$ cat config.mk
export PLATFORM = sky130hd
export DESIGN_NAME = seg_frame_decoder
export DESIGN_NICKNAME = d
export VERILOG_FILES = /design/src/rtl/seg_frame_decoder.sv
export SDC_FILE = /design/constraint.sdc
export NUM_CORES = 1
export LEC_CHECK = 0
export BUFFER_PORTS_ARGS = -buffer_cell sky130_fd_sc_hd__buf_2
export CORE_MARGIN = 3
export CORE_UTILIZATION = 62
export CTS_CLUSTER_DIAMETER = 80
export CTS_CLUSTER_SIZE = 12
export DETAILED_ROUTE_END_ITERATION = 16
export GPL_TIMING_DRIVEN = 0
export PLACE_DENSITY = 0.84
export SLEW_MARGIN = 25
export SYNTH_ARGS = -nofsm -noshare
export SYNTH_HDL_FRONTEND = slang
export SYNTH_SLANG_ARGS = --single-unit
export TNS_END_PERCENT = 20
$ cat constraint.sdc
create_clock -name clk -period 5.78 [get_ports clk]
set_clock_uncertainty 0.05 [all_clocks]
set_input_delay 0.578 -clock clk [delete_from_list [all_inputs] [get_ports clk]]
set_output_delay 0.578 -clock clk [all_outputs]
set_load 0.05 [all_outputs]
$ cat src/rtl/seg_frame_decoder.sv
// Snoops a multiplexed active-low 7-segment bus and rebuilds 4-digit frames with per-digit indicators.
// Define SEGDEC_ERRCNT_EN to enable the saturating invalid-pattern counter on err_count.
module seg_frame_decoder #(
    parameter int STABLE_CYC = 4,
    parameter int TIMEOUT    = 65535
) (
    input  logic        clk,
    input  logic        rst_n,
    input  logic [7:0]  seg,
    input  logic [3:0]  an,
    output logic [15:0] digits,
    output logic [3:0]  ind,
    output logic        frame_valid,
    output logic        frame_err,
    output logic        stale,
    output logic [7:0]  err_count
);

    localparam int          CW          = $clog2(STABLE_CYC + 1);
    localparam logic [15:0] TIMEOUT_VAL = 16'(TIMEOUT);

    typedef enum logic [1:0] {IDLE, SETTLE, LOCKED} state_t;

    state_t          state_q, state_d;
    logic [CW-1:0]   count_q, count_d;
    logic [3:0]      an_q, an_prev_q;
    logic [7:0]      seg_q, seg_prev_q;
    logic [15:0]     slot_code_q, slot_code_d;
    logic [3:0]      slot_ind_q, slot_ind_d;
    logic [3:0]      slot_err_q, slot_err_d;
    logic [3:0]      seen_q, seen_d;
    logic [15:0]     digits_q, digits_d;
    logic [3:0]      ind_q, ind_d;
    logic            frame_valid_q, frame_valid_d;
    logic            frame_err_q, frame_err_d;
    logic [15:0]     to_q, to_d;

    logic            onehot;
    logic [1:0]      idx;
    logic            changed;
    logic            settle_done;
    logic            slot_we;
    logic            publish;
    logic [3:0]      slot_hit;
    logic [3:0]      dec_code;
    logic            dec_err;

    function automatic logic [4:0] decode_seg(input logic [6:0] p);
        case (p)
            7'b0000001: return {1'b0, 4'h0};
            7'b1001111: return {1'b0, 4'h1};
            7'b0010010: return {1'b0, 4'h2};
            7'b0000110: return {1'b0, 4'h3};
            7'b1001100: return {1'b0, 4'h4};
            7'b0100100: return {1'b0, 4'h5};
            7'b0100000: return {1'b0, 4'h6};
            7'b0001111: return {1'b0, 4'h7};
            7'b0000000: return {1'b0, 4'h8};
            7'b0000100: return {1'b0, 4'h9};
            7'b1111110: return {1'b0, 4'hF};
            7'b1111111: return {1'b0, 4'hA};
            default:    return {1'b1, 4'hE};
        endcase
    endfunction

    always_comb begin
        onehot = 1'b1;
        idx    = 2'd0;
        case (an_q)
            4'b1110: idx = 2'd0;
            4'b1101: idx = 2'd1;
            4'b1011: idx = 2'd2;
            4'b0111: idx = 2'd3;
            default: onehot = 1'b0;
        endcase
    end

    assign changed            = {an_q, seg_q} != {an_prev_q, seg_prev_q};
    assign settle_done        = !changed && ((int'(count_q) + 1) >= STABLE_CYC);
    assign {dec_err, dec_code} = decode_seg(seg_q[6:0]);

    // FSM: state register
    always_ff @(posedge clk or negedge rst_n) begin
        if (!rst_n) begin
            state_q <= IDLE;
            count_q <= '0;
        end else begin
            state_q <= state_d;
            count_q <= count_d;
        end
    end

    // FSM: next state
    always_comb begin
        state_d = state_q;
        count_d = count_q;
        case (state_q)
            IDLE: begin
                if (onehot) begin
                    state_d = SETTLE;
                    count_d = CW'(1);
                end
            end
            SETTLE: begin
                if (changed) begin
                    state_d = onehot ? SETTLE : IDLE;
                    count_d = CW'(1);
                end else if (settle_done) begin
                    state_d = LOCKED;
                end else begin
                    count_d = count_q + CW'(1);
                end
            end
            LOCKED: begin
                if (changed) begin
                    state_d = onehot ? SETTLE : IDLE;
                    count_d = CW'(1);
                end
            end
            default: state_d = IDLE;
        endcase
    end

    // FSM: outputs
    always_comb begin
        slot_we = 1'b0;
        if (state_q == SETTLE && settle_done) slot_we = 1'b1;
    end

    genvar gi;
    generate
        for (gi = 0; gi < 4; gi++) begin : g_slot
            assign slot_hit[gi]            = slot_we && (idx == 2'(gi));
            assign slot_code_d[gi*4 +: 4]  = slot_hit[gi] ? dec_code : slot_code_q[gi*4 +: 4];
            assign slot_ind_d[gi]          = slot_hit[gi] ? ~seg_q[7] : slot_ind_q[gi];
            assign slot_err_d[gi]          = slot_hit[gi] ? dec_err : slot_err_q[gi];
        end
    endgenerate

    assign publish = (seen_q == 4'b1111);

    // A slot written in the publish cycle survives the clear and starts the next frame.
    always_comb begin
        seen_d        = publish ? 4'b0000 : seen_q;
        seen_d        = seen_d | slot_hit;
        digits_d      = publish ? slot_code_q : digits_q;
        ind_d         = publish ? slot_ind_q : ind_q;
        frame_err_d   = publish ? (|slot_err_q) : frame_err_q;
        frame_valid_d = publish;
        if (publish)
            to_d = 16'd0;
        else if (to_q == TIMEOUT_VAL)
            to_d = to_q;
        else
            to_d = to_q + 16'd1;
    end

    always_ff @(posedge clk or negedge rst_n) begin
        if (!rst_n) begin
            an_q          <= 4'hF;
            seg_q         <= 8'hFF;
            an_prev_q     <= 4'hF;
            seg_prev_q    <= 8'hFF;
            slot_code_q   <= '0;
            slot_ind_q    <= '0;
            slot_err_q    <= '0;
            seen_q        <= '0;
            digits_q      <= '0;
            ind_q         <= '0;
            frame_valid_q <= 1'b0;
            frame_err_q   <= 1'b0;
            to_q          <= '0;
        end else begin
            an_q          <= an;
            seg_q         <= seg;
            an_prev_q     <= an_q;
            seg_prev_q    <= seg_q;
            slot_code_q   <= slot_code_d;
            slot_ind_q    <= slot_ind_d;
            slot_err_q    <= slot_err_d;
            seen_q        <= seen_d;
            digits_q      <= digits_d;
            ind_q         <= ind_d;
            frame_valid_q <= frame_valid_d;
            frame_err_q   <= frame_err_d;
            to_q          <= to_d;
        end
    end

`ifdef SEGDEC_ERRCNT_EN
    logic [7:0] err_cnt_q, err_cnt_d;

    always_comb begin
        err_cnt_d = err_cnt_q;
        if (slot_we && dec_err && err_cnt_q != 8'hFF) err_cnt_d = err_cnt_q + 8'd1;
    end

    always_ff @(posedge clk or negedge rst_n) begin
        if (!rst_n) err_cnt_q <= 8'h00;
        else        err_cnt_q <= err_cnt_d;
    end

    assign err_count = err_cnt_q;
`else
    assign err_count = 8'h00;
`endif

    assign digits      = digits_q;
    assign ind         = ind_q;
    assign frame_valid = frame_valid_q;
    assign frame_err   = frame_err_q;
    assign stale       = (to_q == TIMEOUT_VAL);

endmodule

# Yosys cells after proc, flatten, opt, wreduce, memory -nomap -nowiden
# Cells that the tools add are included.
# totals
inputBits,14
out_inout_bits,31
register_bits,95
elab_cells,91
# op_classes
reduce_logical,15
n_mux,18
bitwise_logic,2
n_eq_ne,28
magnitude_cmp,1
add_sub_neg,3
# op_table
op,count
$pmux W5 S12,1
$mux W16,2
$eq A7 B7 Y1 const B,4
$add A16 B1 Y16 const B,1
$eq A16 B16 Y1 const B,1
$eq A4 B4 Y1 const B,4
$eq A7 B3 Y1 const B,2
$eq A7 B6 Y1 const B,2
$mux W3,4
$ne A12 B12 Y1,1
$pmux W2 S3,2
$pmux W3 S3,1
$mux W2,4
$reduce_or A4 Y1,2
$eq A7 B1 Y1 const B,1
$eq A7 B4 Y1 const B,1
$eq A7 B5 Y1 const B,1
$logic_not A7 Y1,1
$eq A2 B2 Y1 const B,3
$logic_and A1 B1 Y1,6
$ne A3 B3 Y1 const B,2
$add A3 B1 Y4 const B,1
$eq A2 B1 Y1 const B,2
$eq A4 B3 Y1 const B,1
13 further kinds,17

# Depth between registers and ports, before layout
# depth
word_depth,7
ltp_mapped,8
depth_no_buf,6

# Worst setup path before layout
# OpenSTA, ideal clock, no wires.
# synth_timing
path_kind,register to output
startpoint,register to_q[0]
endpoint,output stale
required_ns,5.152
path_stages_with_launch,8
arrival_time_ns,1.850
slack_ns,3.302
path_buffers,2
cell_sequence,dfrtp_1 > ha_1 > and2_1 > clkbuf_1 > and4_1 > clkbuf_1 > nand2_1 > inv_1
# synth_via
elab_chain_len,1
# synth_lines
item,line_no,text
start: declaration,36,"logic [15:0] to_q, to_d;"
start signal: assignment,186,to_q <= to_d;
$eq A16 B16 Y1,212,assign stale = (to_q == TIMEOUT_VAL);
end: declaration,15,"output logic stale,"
# Every way passes these cells.

# Worst setup path in the final report
# Same ends and word-level chain as after synthesis.

==> flow_metrics.env <==
export IMPL_status="complete, no violations"
export IMPL_ys_dominant_reg_cell="dfrtp_1"
export IMPL_routed_wl_um=8039
export IMPL_io_pins=45
export IMPL_pre_cts_slack_ps=2912
export IMPL_rows=29
export IMPL_critPathMaxStageDelay_ps=430
export IMPL_clk_pin_slew_ps=100
export IMPL_crit_type="register to output pin"
export IMPL_diodes=0
export IMPL_place_gp_congestion=0.8713
export IMPL_hold_viol_final=0
export IMPL_layout_area_seq_um2=2407
export IMPL_yosysSeqAreaShare=0.5820
export IMPL_crit_path_cell_trace="ha_1 -> and2_1 -> clkbuf_1 -> and4_1 -> clkbuf_1 -> nand2_1 -> inv_1 -> buf_2"
export IMPL_min_period_ps=3231
export IMPL_track_usage=0.2325
export IMPL_multi_input_area_um2=1585
export IMPL_globalRouteOverflowTotal=0
export IMPL_ant_nets=0
export IMPL_drive_gt1_frac=0.2584
export IMPL_crit_path_end_kind="output pin"
export IMPL_clkSinkCount=95
export IMPL_report_final_slew_viol_count=0
export IMPL_synth_cell_types=52
export IMPL_grt_pass1_wl_um=13790
export IMPL_area_delta_synth_final_pct=13.01
export IMPL_max_freq_mhz=309.5
export IMPL_netlist_instances=385
export IMPL_fin_tns_setup_ps=0
export IMPL_drc=0
export IMPL_start_kind="register"
export IMPL_max_clock_path_buffers=2
export IMPL_io_buffers=36
export IMPL_async_flop_share=1.000
export IMPL_insertion_delay_ps=360
export IMPL_p_leak_nw=2.296
export IMPL_antenna_found_initial=0
export IMPL_coreArea_um2=6422
export IMPL_ys_warn_count=0
export IMPL_ir_worst_vdd_uv=181.4
export IMPL_ys_seq_elements=95
export IMPL_routedWlPerCell_um=15.40
export IMPL_via_count=2949
export IMPL_crit_family="buffers and inverters"
export IMPL_place_hpwl_um=5616
export IMPL_drt_pre_antenna_iters=5
export IMPL_worstPathArrival_ps=2600
export IMPL_tightest_slew_ps=695.5
export IMPL_grt_pass1_vias=2990
export IMPL_die_x_um=87.68
export IMPL_synth_top_area_frac=0.4295
export IMPL_ctsRootBufferMaster="clkbuf_8"
export IMPL_htreeDepth=3
export IMPL_tritoncts="built"
export IMPL_cts_setup_buffers=0
export IMPL_nNetsFinal=456
export IMPL_die_y_um=87.68
export IMPL_finalCritPeriodShare=0.5590
export IMPL_cp_slowest_cell="dfrtp_1"
export IMPL_fin_area_um2=4674
export IMPL_crit_required_ps=5150
export IMPL_placed_cell_area_um2=4473
export IMPL_maxSlewHeadroom=0.5314
export IMPL_worstPathMaxFanout=10
export IMPL_synth_area_leader_cell="dfrtp_1"
export IMPL_grt_max_degree=61
export IMPL_dieArea_um2=7688
export IMPL_layout_setup_ws_ps=2549
export IMPL_grt_setup_unrepaired="no"
export IMPL_post_cts_resized=0
export IMPL_hp_class="input port to asynchronous set/reset pin"
export IMPL_synth_commonest_cells="75 x nand2_1, 71 x dfrtp_1, 24 x dfstp_2, 22 x o21ai_0, 20 x nor2_1"
export IMPL_finalSetupViolCount=0
export IMPL_viasPerCell=5.649
export IMPL_synthTopCellsByArea="dfrtp_1 43%, dfstp_2 15%, nand2_1 6.8%"
export IMPL_power_per_cell_area_nw_per_um2=254.6
export IMPL_drt_iter0_drc=214
export IMPL_synth_edff_count=0
export IMPL_fillerInstances=463
export IMPL_initial_core_util=0.6441
export IMPL_yosys_cell_count_top_type="nand2_1"
export IMPL_cp_num_buf_inv=4
export IMPL_syn_avg_cell_area_um2=10.74
export IMPL_cpMostUsedCell="clkbuf_1"
export IMPL_cts_buffers=9
export IMPL_drv_cap=0
export IMPL_netlist_area_um2=4136
export IMPL_holdBufCountCts=0
## routing by layer
metal | vias up | global-route usage | wire, um
li1 | 1410 | - | -
met1 | 1455 | 0.2940 | 3517
met2 | 71 | 0.3870 | 4037
met3 | 13 | 0.04610 | 323
met4 | 0 | 0.1074 | 159
met5 | - | 0 | 0
## state kept, by name, summed over array words and instances (netlist names)
| name | flops |
|---|---|
| digits | 16 |
| slot_code_q | 16 |
| to_q | 16 |
| seg_prev_q | 8 |
| seg_q | 8 |
| an_prev_q | 4 |
| an_q | 4 |
| ind | 4 |
| seen_q | 4 |
| slot_err_q | 4 |
| slot_ind_q | 4 |
| count_q | 3 |
| state_q | 2 |
| frame_err | 1 |
| frame_valid | 1 |
## worst reg2reg max path, cell delays in order, from the launching register on
cell and delay [ps]:
dfstp_2 540, clkbuf_1 290, xor2_1 130, nor4_2 440, nand4_2 290, nor4_2 620, mux2_2 410
## per-stage QoR
stage / utilization / cells / power [mW] / hold WS, ps
5_1_grt: 0.7278 / 522 / 1.239 / 42.67
3_3_place_gp: 0.6912 / 505 / 0.7665 / 303.2
6_report: 0.7278 / 522 / 1.190 / 37.06
4_1_cts: 0.7278 / 522 / 1.198 / 40.62
3_5_place_dp: 0.6965 / 506 / 0.7724 / 303.9
2_1_floorplan: - / 392 / 0.7437 / 232.4
## logic make-up after synthesis
group	Yosys count	share of synthesized area
multiplexers	18	0.04779
buffers and inverters	34	0.04114
XOR/XNOR	24	0.05082
adder cells (fa/ha/maj)	3	0.008469
flip-flops	95	0.5820
AND/OR/NAND/NOR	149	0.1779
AO/OA/AOI/OAI	61	0.09105
other	1	0.0009066
## path summary, 6_finish.rpt
| path | start | end | slack, ps | cells past startpoint |
|---|---|---|---|---|
| worst max register to register | seg_q[2] | slot_code_q[6] | 2900 | 6 |
| worst min-delay path | rst_n | count_q[1] | 40 | 1 |
| max in group asynchronous | rst_n | ind[2] | 5040 | 2 |
| worst min register to register | an_q[1] | an_prev_q[1] | 310 | 0 |
| min in group clk | seg[6] | seg_q[6] | 260 | 1 |
| worst max-delay path | to_q[0] | stale | 2550 | 8 |
## cell usage in the layout (no fill, tap or decap), types with 4 or more instances in the layout
cell	synthesis	final
a21o_1	4	4
inv_1	9	9
a21oi_1	14	14
mux2_2	14	14
clkbuf_8	0	11
nand3_1	10	10
nor2_1	20	20
and2_1	4	4
clkbuf_1	11	11
dfrtp_1	71	71
buf_2	4	39
nor2b_1	4	4
nand2_1	75	75
mux2i_1	4	4
nor3_1	4	4
nand4_1	6	6
o21ai_0	22	22
nor4_2	4	4
conb_1	1	8
xnor2_1	12	12
xor2_1	12	12
buf_4	8	8
dfstp_2	24	24
## power by group
| group | switching [mW] | internal (mW) | leakage (nW) | total (mW) |
|---|---|---|---|---|
| Sequential | 0.00704 | 0.680 | 1.22 | 0.687 |
| Clock | 0.225 | 0.206 | 0.108 | 0.431 |
| Combinational | 0.0486 | 0.0237 | 0.964 | 0.0723 |
| Total | 0.280 | 0.910 | 2.30 | 1.19 |
## final cells by class
type                            instances  area share
Clock buffer                           12     0.03774
Inverter                                9    0.007227
Tap cell                               77     0.02061
Clock inverter                          4    0.005353
Timing Repair Buffer                   37     0.04577
Sequential cell                        95      0.5150
Multi-Input combinational cell        263      0.3391
Buffer                                 25     0.02918
No activity file was read; power rests on OpenSTA's default activity.
